--- src/rtl/hex_display_scanner.sv ---
// Time-multiplexed hex driver for common-anode 7-segment digits on a shared segment bus.
// A load strobe captures the value. Digits are scanned at SCAN_DIV clocks per slot, with blanking and leading-zero suppression.
module hex_display_scanner #(
  parameter int DIGITS      = 4,
  parameter int SCAN_DIV    = 50000,
  parameter int LZ_SUPPRESS = 1
) (
  input  logic                clock,
  input  logic                reset,
  input  logic [4*DIGITS-1:0] value,
  input  logic                load,
  input  logic [DIGITS-1:0]   blank_mask,
  output logic [6:0]          HEX,
  output logic [DIGITS-1:0]   AN,
  output logic                digit_tick
);

  localparam int PW = (SCAN_DIV > 1) ? $clog2(SCAN_DIV) : 1;
  localparam int IW = (DIGITS > 1) ? $clog2(DIGITS) : 1;
  localparam logic [PW-1:0] CNT_LAST = PW'(SCAN_DIV - 1);
  localparam logic [IW-1:0] IDX_LAST = IW'(DIGITS - 1);
  localparam logic [6:0]    SEG_DARK = 7'b1111111;

  function automatic logic [6:0] seg_encode(input logic [3:0] nib);
    case (nib)
      4'h0: seg_encode = 7'b0000001;
      4'h1: seg_encode = 7'b1001111;
      4'h2: seg_encode = 7'b0010010;
      4'h3: seg_encode = 7'b0000110;
      4'h4: seg_encode = 7'b1001100;
      4'h5: seg_encode = 7'b0100100;
      4'h6: seg_encode = 7'b0100000;
      4'h7: seg_encode = 7'b0001111;
      4'h8: seg_encode = 7'b0000000;
      4'h9: seg_encode = 7'b0000100;
      4'hA: seg_encode = 7'b0001000;
      4'hB: seg_encode = 7'b1100000;
      4'hC: seg_encode = 7'b0110001;
      4'hD: seg_encode = 7'b1000010;
      4'hE: seg_encode = 7'b0110000;
      default: seg_encode = 7'b0111000;
    endcase
  endfunction

  logic [4*DIGITS-1:0] shadow;
  logic [PW-1:0]       cnt;
  logic [IW-1:0]       idx;
  logic                at_last;
  logic                upper_zero;
  logic [3:0]          sel_nib;
  logic                sel_blank;
  logic                sel_zero;
  logic [6:0]          hex_next;
  logic [DIGITS-1:0]   an_next;

  assign at_last    = (cnt == CNT_LAST);
  assign digit_tick = at_last & ~reset;

  // Walk from the top digit down so upper_zero means "this nibble and all above are zero".
  // The idx compare also keeps selection inside 4*DIGITS when DIGITS is not a power of two.
  always_comb begin
    // NOTE: every combinational output gets a default first so no path can infer a latch.
    upper_zero = 1'b1;
    sel_nib    = 4'h0;
    sel_blank  = 1'b0;
    sel_zero   = 1'b0;
    an_next    = '1;
    for (int i = DIGITS - 1; i >= 0; i--) begin
      upper_zero = upper_zero & (shadow[4*i +: 4] == 4'h0);
      if (idx == IW'(i)) begin
        sel_nib    = shadow[4*i +: 4];
        sel_blank  = blank_mask[i];
        sel_zero   = upper_zero && (i != 0);
        an_next[i] = 1'b0;
      end
    end
    hex_next = (sel_blank || ((LZ_SUPPRESS != 0) && sel_zero)) ? SEG_DARK : seg_encode(sel_nib);
  end

  always_ff @(posedge clock or posedge reset) begin
    if (reset) begin
      shadow <= '0;
      cnt    <= '0;
      idx    <= '0;
      HEX    <= SEG_DARK;
      AN     <= '1;
    end else begin
      // NOTE: non-blocking assignments so HEX/AN see the pre-edge idx and shadow.
      if (load) shadow <= value;
      cnt <= at_last ? '0 : cnt + PW'(1);
      if (at_last) idx <= (idx == IDX_LAST) ? '0 : idx + IW'(1);
      HEX <= hex_next;
      AN  <= an_next;
    end
  end

endmodule

--- config.mk ---
export PLATFORM = sky130hd
export DESIGN_NAME = hex_display_scanner
export DESIGN_NICKNAME = d
export VERILOG_FILES = /design/src/rtl/hex_display_scanner.sv
export SDC_FILE = /design/constraint.sdc
export NUM_CORES = 1
export LEC_CHECK = 0
export ABC_CLOCK_PERIOD_IN_PS = 3190
export CORE_ASPECT_RATIO = 2
export CORE_MARGIN = 2
export CORE_UTILIZATION = 53
export DETAILED_ROUTE_END_ITERATION = 12
export PLACE_DENSITY = 0.79
export SETUP_SLACK_MARGIN = 0.15
export SKIP_CTS_REPAIR_TIMING = 1
export SLEW_MARGIN = 10
export SYNTH_ARGS = -nofsm -noshare
export SYNTH_HDL_FRONTEND = slang
export SYNTH_SLANG_ARGS = --single-unit
--- constraint.sdc ---
create_clock -name clock -period 3.19 [get_ports clock]
set_clock_uncertainty 0.15 [all_clocks]
set_input_delay 0.7975 -clock clock [delete_from_list [all_inputs] [get_ports clock]]
set_output_delay 0.7975 -clock clock [all_outputs]
set_load 0.05 [all_outputs]
======== After elaboration in Yosys (flattened, before gate mapping) ========
Memories as Yosys holds them, arrays and structs flattened.
Cells that the tools add are included.
operators by class
  $add $sub $neg .......................... 2
  equality and inequality tests ........... 4
  multiplexer cells ....................... 19
  bitwise logic cells ..................... 4
  reduce and logical (&&, ||, !) cells .... 5
operators by type and width
  kind                                            count
  adder 16 x 1 -> 16 bit (second input constant)  1
  == test 16 bit (second input constant)          1
  2-to-1 mux 16 bit                               1
  2-to-1 mux 4 bit                                4
  logical NOT 4 bit                               3
  2-to-1 mux 1 bit                                12
  2-to-1 mux 7 bit                                1
  == test 2 bit (second input constant)           2
  bitwise AND 1 bit                               3
  adder 2 x 1 -> 2 bit (second input constant)    1
  == test 2 x 1 -> 1 bit (second input constant)  1
  logical NOT 2 bit                               1
  2-to-1 mux 2 bit                                1
  logical OR 1 bit                                1
  NOT 1 bit                                       1
storage, ports and cells
  flip-flop bits (word level) ............. 45
  ROM bits ................................ 112
  output and inout port bits .............. 12
  logic and storage cells ................. 40
  memories kept ........................... 1
memories
  name             words  bits a word  read ports  clocked after memory_dff  wr ports  line  source
  (no name shown)  16     7            1           0                         0         25    case (nib)

======== Depth between registers and ports, before layout ========
  word-level depth ........................ 7
  gate-level depth with buffers ........... 11

======== Worst setup path before layout ========
No wires, ideal clock.
  path type ............................... flip-flop to output port
  start point ............................. reg cnt[5]
  end point ............................... out digit_tick
  data arrival time ....................... 2486 ps
  path slack .............................. -244 ps
  cell stages (with the launch flop) ...... 3
  path buffers ............................ 0
  cells stage by stage .................... dfrtp_1 or4b_1 nor4_1
on the way
  cells in the longest elaborated chain, start to end .. 2
ends and longest elaborated chain
  element                 line  source
  from (decl)             46    logic [PW-1:0] cnt;
  from (signal assigned)  90    cnt <= at_last ? '0 : cnt + PW'(1);
  == test 16 bit          56    assign at_last = (cnt == CNT_LAST);
  bitwise AND 1 bit       57    assign digit_tick = at_last & ~reset;
  to (decl)               15    output logic digit_tick
Every way passes these cells.

======== Final worst setup path ========
  start point ............................. reg cnt[0]
  end point ............................... out digit_tick
Same word-level chain as after synthesis.

==> results.ini <==
[cells_and_area]
antennaDiodeCount = 0
areaGrowthSynthToFinish_pct = 22.1
fin_nets = 274
drive_gt1_share_pct = 19.1
fillCellCount = 328
fin_util_pct = 67.5

[die]
boundaryPins = 35
die_h_um = 96.8
dieArea_um2 = 4880
rows = 33
initial_core_util_pct = 55.3
die-width_um = 50.4
core-area_um2 = 4130

[drt]
firstDrtPassIters = 4
vias = 1660
drtIter0Drc = 40
drt-vias-per-instance = 5.67
antenna_left = 0
drt_wl_total_um = 4600
route.detailed.drc = 0
wl_per_cell_um = 15.7

[synth]
ys_async_sr_fraction_pct = 100
syn_area_per_cell_um2 = 11.2
yosys_most_used_dff = dfrtp_1
synthDistinctLibCells = 46
ys.warnings.count = 0
synth-edff-count = 0
yosysTopAreaCell = dfrtp_1
netlist.area_leader.share_pct = 37.3
synth_seq_cells = 45
syn_area_um2 = 2280
ys_seq_area_share_pct = 49.9
synthCells = 203
yosys-top-cells-area = dfrtp_1 37%, dfstp_2 13%, mux2_2 7.9%, ha_1 6.0%, nor2_1 3.3%
synth_nets = 237

[cts]
clk_latency_ns = 0.30
cts_tree = done
cts-root-buf = clkbuf_8
path_clk_slew_ns = 0.08
cts_sinks = 45
htreeDepth = 2
numCtsBuffers = 5
cts_max_path_buffers = 2

[timing]
setup_viol = 0
setup_ws_ns = 0.315
grt_setup_unrepaired = false
relSlewSlack_pct = 46.4
tns_ns = 0
max_freq_mhz = 348
layout_min_cycle_time_ns = 2.88
slew_violations = 0
finalHoldViolations = 0
tightest_slew_ns = 0.800
post-route-period-util_pct = 90.1

[flow_run]
cap_violations = 0

[setup_path]
cpMaxStageDelayCell = dfrtp_1
worstPathCellList = ha_1 -> nand3_1 -> nand2b_1 -> nor4_2 -> buf_12
crit_fanout = 5
critPathLaunchType = flip-flop
path_delay_family = simple AND/OR/NAND/NOR gates
critPathCaptureType = primary output
slowest_delay_ns = 0.39
path_buf_inv = 1
path_class = reg2out
required_ns = 2.24
cp_data_arrival_time_ns = 1.93

[pwr]
power_mw = 1.27
switchingPower_mw = 0.331
seqPwrFrac_pct = 49.7
powerDensity_nw_per_um2 = 454
combPwrFrac_pct = 16.3
clkPwrFrac_pct = 34.0
max-vdd-ir-drop_mv = 0.357
internal-power_mw = 0.935
leakage_nw = 1.16
swShare_pct = 26.2

[place]
port_buffers = 34
dp_hpwl_um = 3570
finalWeightedCongestion = 0.929
place_ws_ns = 0.444

[global_routing]
antenna_found_initial = 0
grt_max_degree = 46
grt_pass1_vias = 1823
grt_usage_pct = 21.2
globalRoute.totalOverflow = 0
grt_pass1_wl_um = 7900

[status]
status = finished, final reports clean

[min_path]
hold_class = reg2reg

==> per-layer routing <==
metal / vias to the layer above / track usage (%) / wire (µm) / part of all wire [%]
met4: 0 / 13.1 / 173 / 3.8
met2: 45 / 39.9 / 2700 / 59
met5: - / 0 / 0 / 0
met3: 15 / 3.40 / 145 / 3.2
met1: 806 / 20.1 / 1580 / 34
li1: 794 / - / - / -
==> power by group through the flow <==
stage          Combinational (mW)  Clock (mW)  Sequential (mW)
6_report                    0.207       0.430            0.630
5_1_grt                     0.222       0.461            0.633
4_1_cts                     0.208       0.438            0.630
3_5_place_dp                0.207           0            0.640
3_3_place_gp                0.205           0            0.639
2_1_floorplan               0.101           0            0.674
==> logic make-up after synthesis <==
kind of cell             Yosys count  share of synthesized area, %
AO/OA/AOI/OAI                     32                          11.1
XOR/XNOR                          14                          5.37
adder cells (fa/ha/maj)           11                          6.03
buffers and inverters             17                          3.51
flip-flops                        45                          49.9
multiplexers                      17                          8.33
AND/OR/NAND/NOR                   67                          15.7
==> placed cells by master (no fill, tap or decap), types with 2 or more instances in the layout <==
cell type	n
xor2_1	6
nor3_1	3
dfrtp_1	34
o21ai_1	5
o221ai_1	3
nand4_1	3
a21oi_1	4
nor4_1	4
nor2_1	20
and4_1	2
dfstp_2	11
nand2_1	11
a211oi_2	3
ha_1	11
mux2_2	16
inv_1	12
or2b_1	3
clkbuf_8	5
nand3_1	9
clkdlybuf4s50_1	33
o211ai_1	6
xnor2_1	8
a221o_1	2
==> sequential cells by signal, summed over array words and instances, names as in the netlist <==
signal and count:
idx 2, AN 4, HEX 7, shadow 16, cnt 16
==> stage by stage <==
step,cells,hold WS (ns),cell area [µm²]
floorplan,203,0.298,2290
global placement,285,0.309,2680
detailed placement,285,0.328,2680
CTS,293,0.340,2790
global route,293,0.359,2790
finish,293,0.340,2790
==> cells in the mapped netlist, types with 5 or more instances <==
library cell and n:
dfrtp_1 34, nor2_1 20, mux2_2 16, inv_1 12, dfstp_2 11, ha_1 11, nand2_1 11, nand3_1 9
xnor2_1 8, o211ai_1 6, xor2_1 6, nor4_1 5, o21ai_1 5
==> layout make-up <==
cell class                 count  area (µm²)  area share [%]
sequential                    45        1140            40.9
clock inverter                 2        38.8            1.39
multi-input combinational    141        1070            38.4
inverter                      12        45.0            1.62
tap                           52        65.1            2.33
timing repair buffer          35         358            12.8
clock buffer                   6        72.6            2.60
==> final timing paths <==
check                           cells after the start          to  slack, ns    from
worst min register to register                      1      cnt[0]       0.34  cnt[0]
worst max register to register                     10      HEX[2]       0.52  idx[0]
max in group asynchronous                           3      HEX[4]       1.67   reset
worst min-delay path                                1      cnt[0]       0.34  cnt[0]
min in group asynchronous                           3     cnt[10]       0.84   reset
worst max-delay path                                5  digit_tick       0.31  cnt[0]
Note: power is estimated with default switching activity, not from simulation.
==> variant, RTL diff (same flow settings) <==
`SCAN_DIV`: 50000 -> 200000.
--- a/src/rtl/hex_display_scanner.sv
+++ b/src/rtl/hex_display_scanner.sv
@@ -2,7 +2,7 @@
 // A load strobe captures the value. Digits are scanned at SCAN_DIV clocks per slot, with blanking and leading-zero suppression.
 module hex_display_scanner #(
   parameter int DIGITS      = 4,
-  parameter int SCAN_DIV    = 50000,
+  parameter int SCAN_DIV    = 200000,
   parameter int LZ_SUPPRESS = 1
 ) (
   input  logic                clock,
Function: no difference found for any inputs over 10 cycles, from zero or initial values and one cycle with reset high; that may be too few to reach the edited logic, so the function may still have changed.
==> variant against the unedited design <==
- design area increased by 1.3%
- via count increased by 3.0%
- critical path depth increased by 1
- routed wire length increased by 6.5%
- worst setup slack got worse by 52 ps
- first-iteration DRC count decreased by 33%
- combinational power decreased by 4%
- power decreased by 4.4%
- register-to-register slack about the same
- synthesized area increased by 2.8%
- final cell count increased by 3.8%
- sequential cell count increased by 2
- highest routed layer unchanged
==> variant: results (changes against the unedited design) <==
Routing
  – DR iter-0 viols: 27 (was 40)
  – Met2 wire length: 2814 um (was 2700 um)
  – Via count: 1710 (was 1660)

Clock tree
  – Sink Count: 47 (was 45)

Placed design
  – Hpwl dp: 3788 um (was 3574 um)
  – Placed standard-cell area: 2741 sq um (was 2678 sq um)
  – Pre-CTS WS: 505.8 ps (was 444.0 ps)
  – Placed Cells: 296 (was 285)

Finish
  – Multi-input gates: 147 (was 141)
  – Sequential cell area: 1190 sq um (was 1140 sq um)
  – Nets: 283 (was 274)
  – Fillers: 359 (was 328)
  – Non-clk buf share: 0.1248 (was 0.1283)
  – Top Registers: cnt (18), shadow (16), HEX (7) (was cnt (16), shadow (16), HEX (7))
  – Proportion of layout cells with a drive suffix above 1: 0.1720 (was 0.1909)
  – Seq area share: 0.4210 (was 0.4087)

GRT
  – Global-route met2 utilization: 0.3996 (was 0.3988)
  – GR Util met3: 0.03976 (was 0.03395)
  – Vias in the first global route: 1807 (was 1823)
  – Overall routing resource usage: 0.2215 (was 0.2124)
  – Met1 usage: 0.2163 (was 0.2006)
  – Pin count of the biggest net entering global routing: 48 (was 46)

Logic synthesis
  – Mapped Cells: 211 (was 203)
  – Top cells by area, synth: dfrtp_1 38%, dfstp_2 12%, mux2_2 7.7%, ha_1 5.9%, xnor2_1 4.1% (was dfrtp_1 37%, dfstp_2 13%, mux2_2 7.9%, ha_1 6.0%, nor2_1 3.3%)
  – Synthesized Nets: 245 (was 237)

Worst setup path
  – Crit-path max FO: 4 (was 5)
  – Critical R2R Capture: HEX[3] (was HEX[2])

STA
  – Hold WS: 338.9 ps (was 340.2 ps)
  – Worst slew margin: 0.5138 (was 0.4640)

Outcome
  – Status: finished, final reports clean (unchanged)

Power
  – Clock Power: 0.356 mW (was 0.430 mW)
  – Peak VDD IR: 0.3340 mV (was 0.3573 mV)
-- variant: how the worst max path moves through the flow --
stage,startpoint,cells after the start,to
3_5_place_dp,reset,4,digit_tick
4_1_cts,cnt[0],6,digit_tick
5_1_grt,cnt[0],6,digit_tick
6_report,cnt[0],6,digit_tick
2_1_floorplan,reset,2,digit_tick
3_3_place_gp,reset,4,digit_tick
-- variant: kinds of logic (layout without fill, tap and decap cells) --
| logic type | after synthesis | after routing | synth area share |
|---|---|---|---|
| AND/OR/NAND/NOR | 71 | 71 | 0.1614 |
| flip-flops | 47 | 47 | 0.5067 |
| AO/OA/AOI/OAI | 33 | 33 | 0.1039 |
| multiplexers | 17 | 17 | 0.08098 |
| buffers and inverters | 17 | 56 | 0.03250 |
| XOR/XNOR | 15 | 15 | 0.05594 |
| adder cells (fa/ha/maj) | 11 | 11 | 0.05860 |
